### config.mk
export PLATFORM = sky130hd
export DESIGN_NAME = sequencer_loader_flat
export DESIGN_NICKNAME = d
export VERILOG_FILES = /design/src/rtl/sequencer_loader_if.sv /design/src/rtl/sequencer_loader.sv /design/src/flat_wrapper.sv
export SDC_FILE = /design/constraint.sdc
export NUM_CORES = 1
export LEC_CHECK = 0
export BUFFER_PORTS_ARGS = -buffer_cell sky130_fd_sc_hd__buf_2
export CORE_MARGIN = 3
export CORE_UTILIZATION = 40
export DETAILED_ROUTE_END_ITERATION = 8
export PLACE_DENSITY_LB_ADDON = 0.08
export SLEW_MARGIN = 0
export SYNTH_ARGS = -nofsm -noshare
export SYNTH_HDL_FRONTEND = slang
export SYNTH_SLANG_ARGS = --single-unit
### constraint.sdc
create_clock -name CLK -period 2.3 [get_ports CLK]
set_clock_uncertainty 0.2 [all_clocks]
set_input_delay 0 -clock CLK [delete_from_list [all_inputs] [get_ports CLK]]
set_output_delay 0 -clock CLK [all_outputs]
set_load 0.005 [all_outputs]
### src/rtl/sequencer_loader_if.sv
// Bundle of the sequencer control strobes and program-loader handshake/bus.
// master drives the control and loader inputs; slave is the sequencer itself.
interface sequencer_loader_if #(
   parameter int unsigned ADDR_W = 8
);
   logic              START;
   logic [3:0]        IR;
   logic              EXTRA;
   logic              LD_VALID;
   logic [3:0]        LD_OP;
   logic [7:0]        LD_OPERAND;
   logic              FETCH;
   logic              EXEC1;
   logic              EXEC2;
   logic              PC_CLR;
   logic              HALTED;
   logic              LD_READY;
   logic              LD_WREN;
   logic [ADDR_W-1:0] LD_ADDR;
   logic [15:0]       LD_DATA;
   logic              LD_ERR;
   logic [ADDR_W:0]   LD_COUNT;

   modport master (
      output START, IR, EXTRA, LD_VALID, LD_OP, LD_OPERAND,
      input  FETCH, EXEC1, EXEC2, PC_CLR, HALTED,
      input  LD_READY, LD_WREN, LD_ADDR, LD_DATA, LD_ERR, LD_COUNT
   );

   modport slave (
      input  START, IR, EXTRA, LD_VALID, LD_OP, LD_OPERAND,
      output FETCH, EXEC1, EXEC2, PC_CLR, HALTED,
      output LD_READY, LD_WREN, LD_ADDR, LD_DATA, LD_ERR, LD_COUNT
   );
endinterface

### src/rtl/sequencer_loader.sv
// Instruction-phase sequencer with a program loader.
// In LOAD, words offered by the loader are validated, encoded and written to
// program memory one cycle after acceptance. START then runs the
// FETCH / EXEC1 / (EXEC2) cycle until an STP opcode parks the machine in HALT.
module sequencer_loader #(
   parameter int unsigned ADDR_W = 8
) (
   input logic              CLK,
   input logic              RESETn,
   sequencer_loader_if.slave bus
);

   typedef enum logic [2:0] {
      ST_LOAD,
      ST_FETCH,
      ST_EXEC1,
      ST_EXEC2,
      ST_HALT
   } state_t;

   typedef enum logic [3:0] {
      OP_LDA = 4'h0,
      OP_STA = 4'h1,
      OP_ADD = 4'h2,
      OP_SUB = 4'h3,
      OP_JMP = 4'h4,
      OP_JMI = 4'h5,
      OP_JEQ = 4'h6,
      OP_STP = 4'h7,
      OP_LDI = 4'h8,
      OP_LSR = 4'hA,
      OP_ASR = 4'hB
   } opcode_t;

   state_t            state_q, state_d;
   logic              pc_clr;

   logic              ld_ready;
   logic              ld_accept;
   logic              op_legal;
   logic              op_no_operand;
   logic              ld_wren_q, ld_wren_d;
   logic              ld_err_q, ld_err_d;
   logic [ADDR_W-1:0] ld_addr_q, ld_addr_d;
   logic [15:0]       ld_data_q, ld_data_d;
   logic [ADDR_W:0]   ld_count_q, ld_count_d;

   // Phase sequencing: next state and the PC_CLR pulse on leaving LOAD/HALT.
   always_comb begin
      state_d = state_q;
      pc_clr  = 1'b0;
      case (state_q)
         ST_LOAD: begin
            if (bus.START) begin
               state_d = ST_FETCH;
               pc_clr  = 1'b1;
            end
         end
         ST_FETCH: state_d = ST_EXEC1;
         ST_EXEC1: begin
            if (bus.IR == OP_STP) begin
               state_d = ST_HALT;
            end else if (bus.EXTRA) begin
               state_d = ST_EXEC2;
            end else begin
               state_d = ST_FETCH;
            end
         end
         ST_EXEC2: state_d = ST_FETCH;
         ST_HALT: begin
            if (bus.START) begin
               state_d = ST_FETCH;
               pc_clr  = 1'b1;
            end
         end
         default: state_d = ST_LOAD;
      endcase
   end

   // Phase state register.
   always_ff @(posedge CLK) begin
      if (!RESETn) begin
         state_q <= ST_LOAD;
      end else begin
         state_q <= state_d;
      end
   end

   // Loader handshake: validate, encode and stage the memory write.
   // The top count bit set means every address has been written once.
   always_comb begin
      ld_ready      = (state_q == ST_LOAD) && !ld_count_q[ADDR_W];
      ld_accept     = bus.LD_VALID && ld_ready;
      op_legal      = !(bus.LD_OP inside {4'h9, [4'hC:4'hF]});
      op_no_operand = bus.LD_OP inside {OP_STP, OP_LSR, OP_ASR};
      ld_wren_d     = ld_accept && op_legal;
      ld_err_d      = ld_accept && !op_legal;
      ld_addr_d     = ld_addr_q;
      ld_data_d     = ld_data_q;
      ld_count_d    = ld_count_q;
      if (ld_wren_d) begin
         ld_addr_d  = ld_count_q[ADDR_W-1:0];
         ld_data_d  = {bus.LD_OP, 4'h0, op_no_operand ? 8'h00 : bus.LD_OPERAND};
         ld_count_d = ld_count_q + (ADDR_W+1)'(1);
      end
   end

   // Loader registers; reset discards any write staged in the same cycle.
   always_ff @(posedge CLK) begin
      if (!RESETn) begin
         ld_wren_q  <= 1'b0;
         ld_err_q   <= 1'b0;
         ld_addr_q  <= '0;
         ld_data_q  <= '0;
         ld_count_q <= '0;
      end else begin
         ld_wren_q  <= ld_wren_d;
         ld_err_q   <= ld_err_d;
         ld_addr_q  <= ld_addr_d;
         ld_data_q  <= ld_data_d;
         ld_count_q <= ld_count_d;
      end
   end

   assign bus.FETCH    = (state_q == ST_FETCH);
   assign bus.EXEC1    = (state_q == ST_EXEC1);
   assign bus.EXEC2    = (state_q == ST_EXEC2);
   assign bus.HALTED   = (state_q == ST_HALT);
   assign bus.PC_CLR   = pc_clr;
   assign bus.LD_READY = ld_ready;
   assign bus.LD_WREN  = ld_wren_q;
   assign bus.LD_ERR   = ld_err_q;
   assign bus.LD_ADDR  = ld_addr_q;
   assign bus.LD_DATA  = ld_data_q;
   assign bus.LD_COUNT = ld_count_q;

endmodule

### src/flat_wrapper.sv
// flat-port wrapper written by rule: the top's interface ports become plain ports
module sequencer_loader_flat 
#(
   parameter int unsigned ADDR_W = 8
)
  (CLK, RESETn, bus_START, bus_IR, bus_EXTRA, bus_LD_VALID, bus_LD_OP, bus_LD_OPERAND, bus_FETCH, bus_EXEC1, bus_EXEC2, bus_PC_CLR, bus_HALTED, bus_LD_READY, bus_LD_WREN, bus_LD_ADDR, bus_LD_DATA, bus_LD_ERR, bus_LD_COUNT);
  sequencer_loader_if #(.ADDR_W(ADDR_W)) bus_i ();
  input logic CLK;
  input logic RESETn;
  input wire logic [$bits(bus_i.START)-1:0] bus_START;
  input wire logic [$bits(bus_i.IR)-1:0] bus_IR;
  input wire logic [$bits(bus_i.EXTRA)-1:0] bus_EXTRA;
  input wire logic [$bits(bus_i.LD_VALID)-1:0] bus_LD_VALID;
  input wire logic [$bits(bus_i.LD_OP)-1:0] bus_LD_OP;
  input wire logic [$bits(bus_i.LD_OPERAND)-1:0] bus_LD_OPERAND;
  output wire logic [$bits(bus_i.FETCH)-1:0] bus_FETCH;
  output wire logic [$bits(bus_i.EXEC1)-1:0] bus_EXEC1;
  output wire logic [$bits(bus_i.EXEC2)-1:0] bus_EXEC2;
  output wire logic [$bits(bus_i.PC_CLR)-1:0] bus_PC_CLR;
  output wire logic [$bits(bus_i.HALTED)-1:0] bus_HALTED;
  output wire logic [$bits(bus_i.LD_READY)-1:0] bus_LD_READY;
  output wire logic [$bits(bus_i.LD_WREN)-1:0] bus_LD_WREN;
  output wire logic [$bits(bus_i.LD_ADDR)-1:0] bus_LD_ADDR;
  output wire logic [$bits(bus_i.LD_DATA)-1:0] bus_LD_DATA;
  output wire logic [$bits(bus_i.LD_ERR)-1:0] bus_LD_ERR;
  output wire logic [$bits(bus_i.LD_COUNT)-1:0] bus_LD_COUNT;
  assign bus_i.START = bus_START;
  assign bus_i.IR = bus_IR;
  assign bus_i.EXTRA = bus_EXTRA;
  assign bus_i.LD_VALID = bus_LD_VALID;
  assign bus_i.LD_OP = bus_LD_OP;
  assign bus_i.LD_OPERAND = bus_LD_OPERAND;
  assign bus_FETCH = bus_i.FETCH;
  assign bus_EXEC1 = bus_i.EXEC1;
  assign bus_EXEC2 = bus_i.EXEC2;
  assign bus_PC_CLR = bus_i.PC_CLR;
  assign bus_HALTED = bus_i.HALTED;
  assign bus_LD_READY = bus_i.LD_READY;
  assign bus_LD_WREN = bus_i.LD_WREN;
  assign bus_LD_ADDR = bus_i.LD_ADDR;
  assign bus_LD_DATA = bus_i.LD_DATA;
  assign bus_LD_ERR = bus_i.LD_ERR;
  assign bus_LD_COUNT = bus_i.LD_COUNT;
  sequencer_loader #(.ADDR_W(ADDR_W)) u_core (.CLK(CLK), .RESETn(RESETn), .bus(bus_i));
endmodule
# --- Yosys cells after proc, flatten, opt, wreduce, memory -nomap -nowiden ---
# Cells that the tools add are included.
word_totals:
  ff_bits: 34
classes:
  addsub: 1
  n_lt_le_gt_ge: 2
  eq_ne: 10
  n_mux: 7
  reduce_logical: 11
ops:
  columns: ["cell", "n"]
  rows:
  - ["equality test 4 bit, second input constant", 3]
  - ["one-hot mux 3 bit (4 select lines)", 1]
  - ["adder 9 x 1 -> 9 bit, second input constant", 1]
  - ["equality test 4 x 3 -> 1 bit, second input constant", 2]
  - ["two-way mux 8 bit", 1]
  - ["equality test 3 x 2 -> 1 bit, second input constant", 2]
  - ["two-way mux 3 bit", 2]
  - ["logical AND 1 bit", 5]
  - [">= comparator 4 bit, second input constant", 1]
  - ["<= comparator 4 bit, second input constant", 1]
  - ["equality test 3 x 1 -> 1 bit, second input constant", 1]
  - ["equality test 3 bit, second input constant", 1]
  - ["logical NOT 3 bit", 1]
  - ["nonzero test 3 bit", 1]
  - ["logical NOT 1 bit", 2]
  - ["two-way mux 1 bit", 2]
  - ["two-way mux 2 bit", 1]
  - ["!= test 2 x 1 -> 1 bit, second input constant", 1]
  - ["nonzero test 2 bit", 1]
  - ["OR reduction 2 bit", 1]

# --- Logic depth before layout (Yosys ltp) ---
logic_depth:
  ltp_word: 5
  ltp_mapped: 6

# --- Worst setup path after synthesis ---
# Ideal clock, no wire load.
synth_timing:
  kind: "register to register"
  start: "register u_core.state_q[0]"
  end: "register u_core.ld_count_q[5], in the netlist u_core.bus.LD_COUNT[5]"
  setup_time_ns: 0.072
  arrival_time_ns: 1.487
  t_required_ns: 2.028
  path_slack_ns: 0.541
  stages_incl_launch_ff: 6
  path_buffers: 1
  period_less_slack_ns: 1.759
  cell_sequence: "dfxtp_1 -> nor4_4 -> nand2_2 -> buf_6 -> nor4_1 -> mux2i_1"
synth_via:
  elab_chain_cells: 4
synth_lines:
  columns: ["element", "line_no", "text"]
  rows:
  - ["from (decl)", "sequencer_loader.sv:35", "state_t state_q, state_d;"]
  - ["from (signal assigned)", "sequencer_loader.sv:85", "state_q <= state_d;"]
  - ["logical NOT 3 bit", "sequencer_loader.sv:92", "ld_ready = (state_q == ST_LOAD) && !ld_count_q[ADDR_W];"]
  - ["logical AND 1 bit", "sequencer_loader.sv:92", null]
  - ["named net bus_LD_READY", "flat_wrapper.sv:21", "output wire logic [$bits(bus_i.LD_READY)-1:0] bus_LD_READY;"]
  - ["logical AND 1 bit", "sequencer_loader.sv:93", "ld_accept = bus.LD_VALID && ld_ready;"]
  - ["logical AND 1 bit", "sequencer_loader.sv:96", "ld_wren_d = ld_accept && op_legal;"]
  - ["to (signal assigned)", "sequencer_loader.sv:121", "ld_count_q <= ld_count_d;"]
  - ["to (decl)", "sequencer_loader.sv:46", "logic [ADDR_W:0] ld_count_q, ld_count_d;"]
# The timed path passes the listed nets, and every way through them passes these cells.
# A chain may end at the register's enable or synchronous reset.

# --- Worst setup path after layout ---
layout_timing:
  start: "register u_core.state_q[0]"
  end: "register u_core.ld_data_q[14], in the netlist u_core.bus.LD_DATA[14]"
layout_via:
  elab_chain_cells: 4
layout_lines:
  columns: ["element", "line_no", "text"]
  rows:
  - ["logical NOT 3 bit", "sequencer_loader.sv:92", null]
  - ["logical AND 1 bit", "sequencer_loader.sv:92", null]
  - ["logical AND 1 bit", "sequencer_loader.sv:93", null]
  - ["logical AND 1 bit", "sequencer_loader.sv:96", null]
  - ["to (signal assigned)", "sequencer_loader.sv:120", "ld_data_q <= ld_data_d;"]
  - ["to (decl)", "sequencer_loader.sv:45", "logic [15:0] ld_data_q, ld_data_d;"]
# No other way between the ends.

==> implementation parameters <==
Parameter                              Value

Worst setup path
  First element of the critical path    u_core.state_q[0]
  CP Data Required Time    between 2 and 2.5 ns
  Reg2reg setup slack    ~0.13 ns
  Cell chain of the critical path    nor4_4 > and2_1 > buf_4 > nand3b_1 > dlygate4sd3_1 > a21oi_1
  Worst Setup End Kind    register
  Critical path type    reg2reg
  End point of the critical path    u_core.bus.LD_DATA[14]
  Delay of the slowest cell on the worst path    0.56 ns
  Startpoint class of the critical path    register
  Maximum fanout count along the critical path    9
  RR Endpoint    u_core.bus.LD_DATA[14]
  Critical path arrival    2.19 ns
  Master of the slowest instance on the critical path    sky130_fd_sc_hd__dlygate4sd3_1
  Reg2reg path depth    6
  Startpoint of the lowest-slack register-to-register path    u_core.state_q[0]

CTS
  TritonCTS Sinks    34
  Max clock buf depth    2
  Clk pin slew, worst setup/hold paths    0.07 ns
  Clk_lat worst skew    0.29 ns
  Post-CTS setup-driven buffer insertion count    0
  CTS tree    yes
  Buffer cell driving the clock tree root    sky130_fd_sc_hd__clkbuf_8
  Num CTS Buffers    5
  Maximum level of the CTS H-tree    2

Floorplan
  Die Span X    around 67 um
  Starting utilization of the core area    43.08%
  Floorplan row count    21
  Top-level I/O count    62
  Die ar.    4473 um2
  Height of the chip    66.88 um
  Core Footprint    ~3400 um2

Route
  Number of design-rule violations left by the first detailed-router iteration    57
  Final WL    4.120 mm
  Via-per-instance ratio    5.171
  Via Count    1,546
  Detail Route Antenna Nets    0
  Number of design rule violations left after detail routing    0
  Number of iterations in the first detailed-routing pass    4
  WL per Instance    13.78 um

Timing
  Setup TNS    0 ns
  Final hold vios    0
  Min Clock Period, post-route    2.171 ns
  Final WS setup    roughly 0.13 ns
  Remaining max-slew budget at the tightest pin    54.83%
  Endpoints failing setup    0
  Fmax achieved    between 400 and 500 MHz
  Final cycle utilization of the critical path    a little over nine tenths
  Worst Tran Pin Value    roughly 0.68 ns
  Unrepaired setup endpoints after global routing    no
  Max-slew violation total from the final report    0

Place
  Half-perimeter wire length after placement    approximately 2.6 mm
  IO Port Bufs    57
  Post-Place Worst Slack    0.3630 ns
  Final RePlAce weighted congestion    0.7407
  Cell count after placement    273

Power
  Overall Power    1275 uW
  Static leakage    a little under 0.0009 uW
  Max rail drop VDD    between 0.4 and 0.5 mV
  Pwr per Cell Area    618.9 nW/um2

Global route
  Global router's overall resource usage    19.58%
  Via count of the first global-routing pass    1,405
  Maximum number of pins on one net before global-route repair    29
  Wire length of the first global-routing pass    6.582 mm
  Initial antenna violation count    0
  Overflow after GRT    0

Logic synthesis
  Average size of a mapped cell    8.330 um2
  Number of enable flip-flop cells after synthesis    0
  Fraction of the yosys area taken by sequential cells    45.91%
  Number of library cell types mapped by synthesis    33
  Register bit count reported by yosys    34
  Flip-flop cell with the highest count after synthesis    sky130_fd_sc_hd__dfxtp_1
  Async S/R FF share, synth    0%
  Combined area of all synthesized cells    1483 um2
  Yosys warns    0
  Gate Count Post-Synth    178

Finish
  Post-layout instance count excluding filler cells    299
  Highest-count cells in the layout ignoring fill and taps    57 x sky130_fd_sc_hd__buf_2, 34 x sky130_fd_sc_hd__dfxtp_1, 26 x sky130_fd_sc_hd__a21oi_1, 24 x sky130_fd_sc_hd__nand3_1, 22 x sky130_fd_sc_hd__o21ai_0
  Antenna Cells    0
  Number of nets in the layout    274
  Layout cell share with drive strength beyond 1    28.85%
  Most frequent standard cell in the layout excluding fill and tap cells    sky130_fd_sc_hd__buf_2
  P&R area growth vs syn    38.90%

Flow run
  Max-cap violations    0

Worst hold path
  Hold/Removal Path Class    in2reg

Run status
  Outcome    completed
[worst max-delay path, delay by kind of cell (launching register included)]
kind	cells	cell delay, ns
and+or+nand+nor	3	0.64
DFF	1	0.38
buffers and inverters	2	0.74
AOI/OAI and AO/OA	1	0.14
[synth_stat cells (3+ instances only)]
master                     instances  area [um2]
sky130_fd_sc_hd__o21ai_0          22       110.1
sky130_fd_sc_hd__o21a_1            3       22.52
sky130_fd_sc_hd__buf_4             4       30.03
sky130_fd_sc_hd__or4_1             3       22.52
sky130_fd_sc_hd__nor3_1            6       30.03
sky130_fd_sc_hd__dfxtp_1          34       680.7
sky130_fd_sc_hd__nand3_1          24       120.1
sky130_fd_sc_hd__clkbuf_1          8       30.03
sky130_fd_sc_hd__mux2i_1           3       30.03
sky130_fd_sc_hd__nand2b_1          4       25.02
sky130_fd_sc_hd__buf_2             3       15.01
sky130_fd_sc_hd__nand2_1           6       22.52
sky130_fd_sc_hd__a21oi_1          26       130.1
sky130_fd_sc_hd__nor2_1            7       26.28
sky130_fd_sc_hd__o31ai_1           4       30.03
[metrics by stage]
step	hold WS [ns]	cell area, um2	utilization (%)
floorplan	-0.1007	1494	-
global placement	0.05494	1788	51.94
detailed placement	0.06585	1788	51.94
CTS	0.003642	2059	59.83
global route	0.06502	2059	59.83
finish	0.01112	2059	59.83
[layer usage]
| layer | global-route usage, % | vias up | part of all wire, % |
|---|---|---|---|
| met5 | 0 | - | 0 |
| met4 | 6.076 | 0 | 0.68 |
| met3 | 5.059 | 4 | 5.7 |
| met2 | 34.90 | 45 | 50 |
| met1 | 22.63 | 713 | 43 |
| li1 | - | 784 | - |
[layout make-up]
class                      instances  area (um2)
clock buffer                       7       86.33
clock inverter                     1       5.005
fill                             325        1383
inverter                           3       11.26
multi-input combinational        128       715.7
sequential                        34       680.7
tap                               46       57.56
timing repair buffer              80       503.0
[how the worst min path moves through the flow]
stage,startpoint,end,slack [ns],depth (start not counted)
floorplan,bus_START,bus_PC_CLR,-0.10,2
global placement,bus_LD_OPERAND[3],u_core.bus.LD_DATA[3],0.05,3
detailed placement,bus_LD_OPERAND[7],u_core.bus.LD_DATA[7],0.07,3
CTS,bus_IR[3],u_core.state_q[0],0.004,5
global route,bus_IR[3],u_core.state_q[0],0.07,5
finish,bus_IR[3],u_core.state_q[0],0.01,5
[registers in the layout, indices dropped and copies added, names as in the netlist]
signal and count:
u_core.state_q 3, u_core.bus.LD_DATA 12, u_core.bus.LD_WREN 1, u_core.bus.LD_COUNT 9, u_core.bus.LD_ERR 1, u_core.bus.LD_ADDR 8
[kinds of logic (layout without fill, tap and decap cells)]
family,Yosys count,after routing,synth area share (%)
fa+ha+maj,1,1,0.8437
simple gates,62,62,23.04
buf+inv,19,91,6.582
mux,3,3,2.025
compound gates,58,58,21.35
flops,34,34,45.91
other cells,1,4,0.2529
[power by group]
group          internal, uW  total (uW)  switching [uW]
Combinational          89.3         196             107
Clock                   241         452             211
Sequential              610         626            16.1
Total                   940        1270             334
[repair_timing]
action / in CTS / in global routing
resized for setup: 0 / 0
hold buffers: 18 / 0
hold endpoints to repair: 19 / 0
Note: power is estimated with default switching activity, not from simulation.
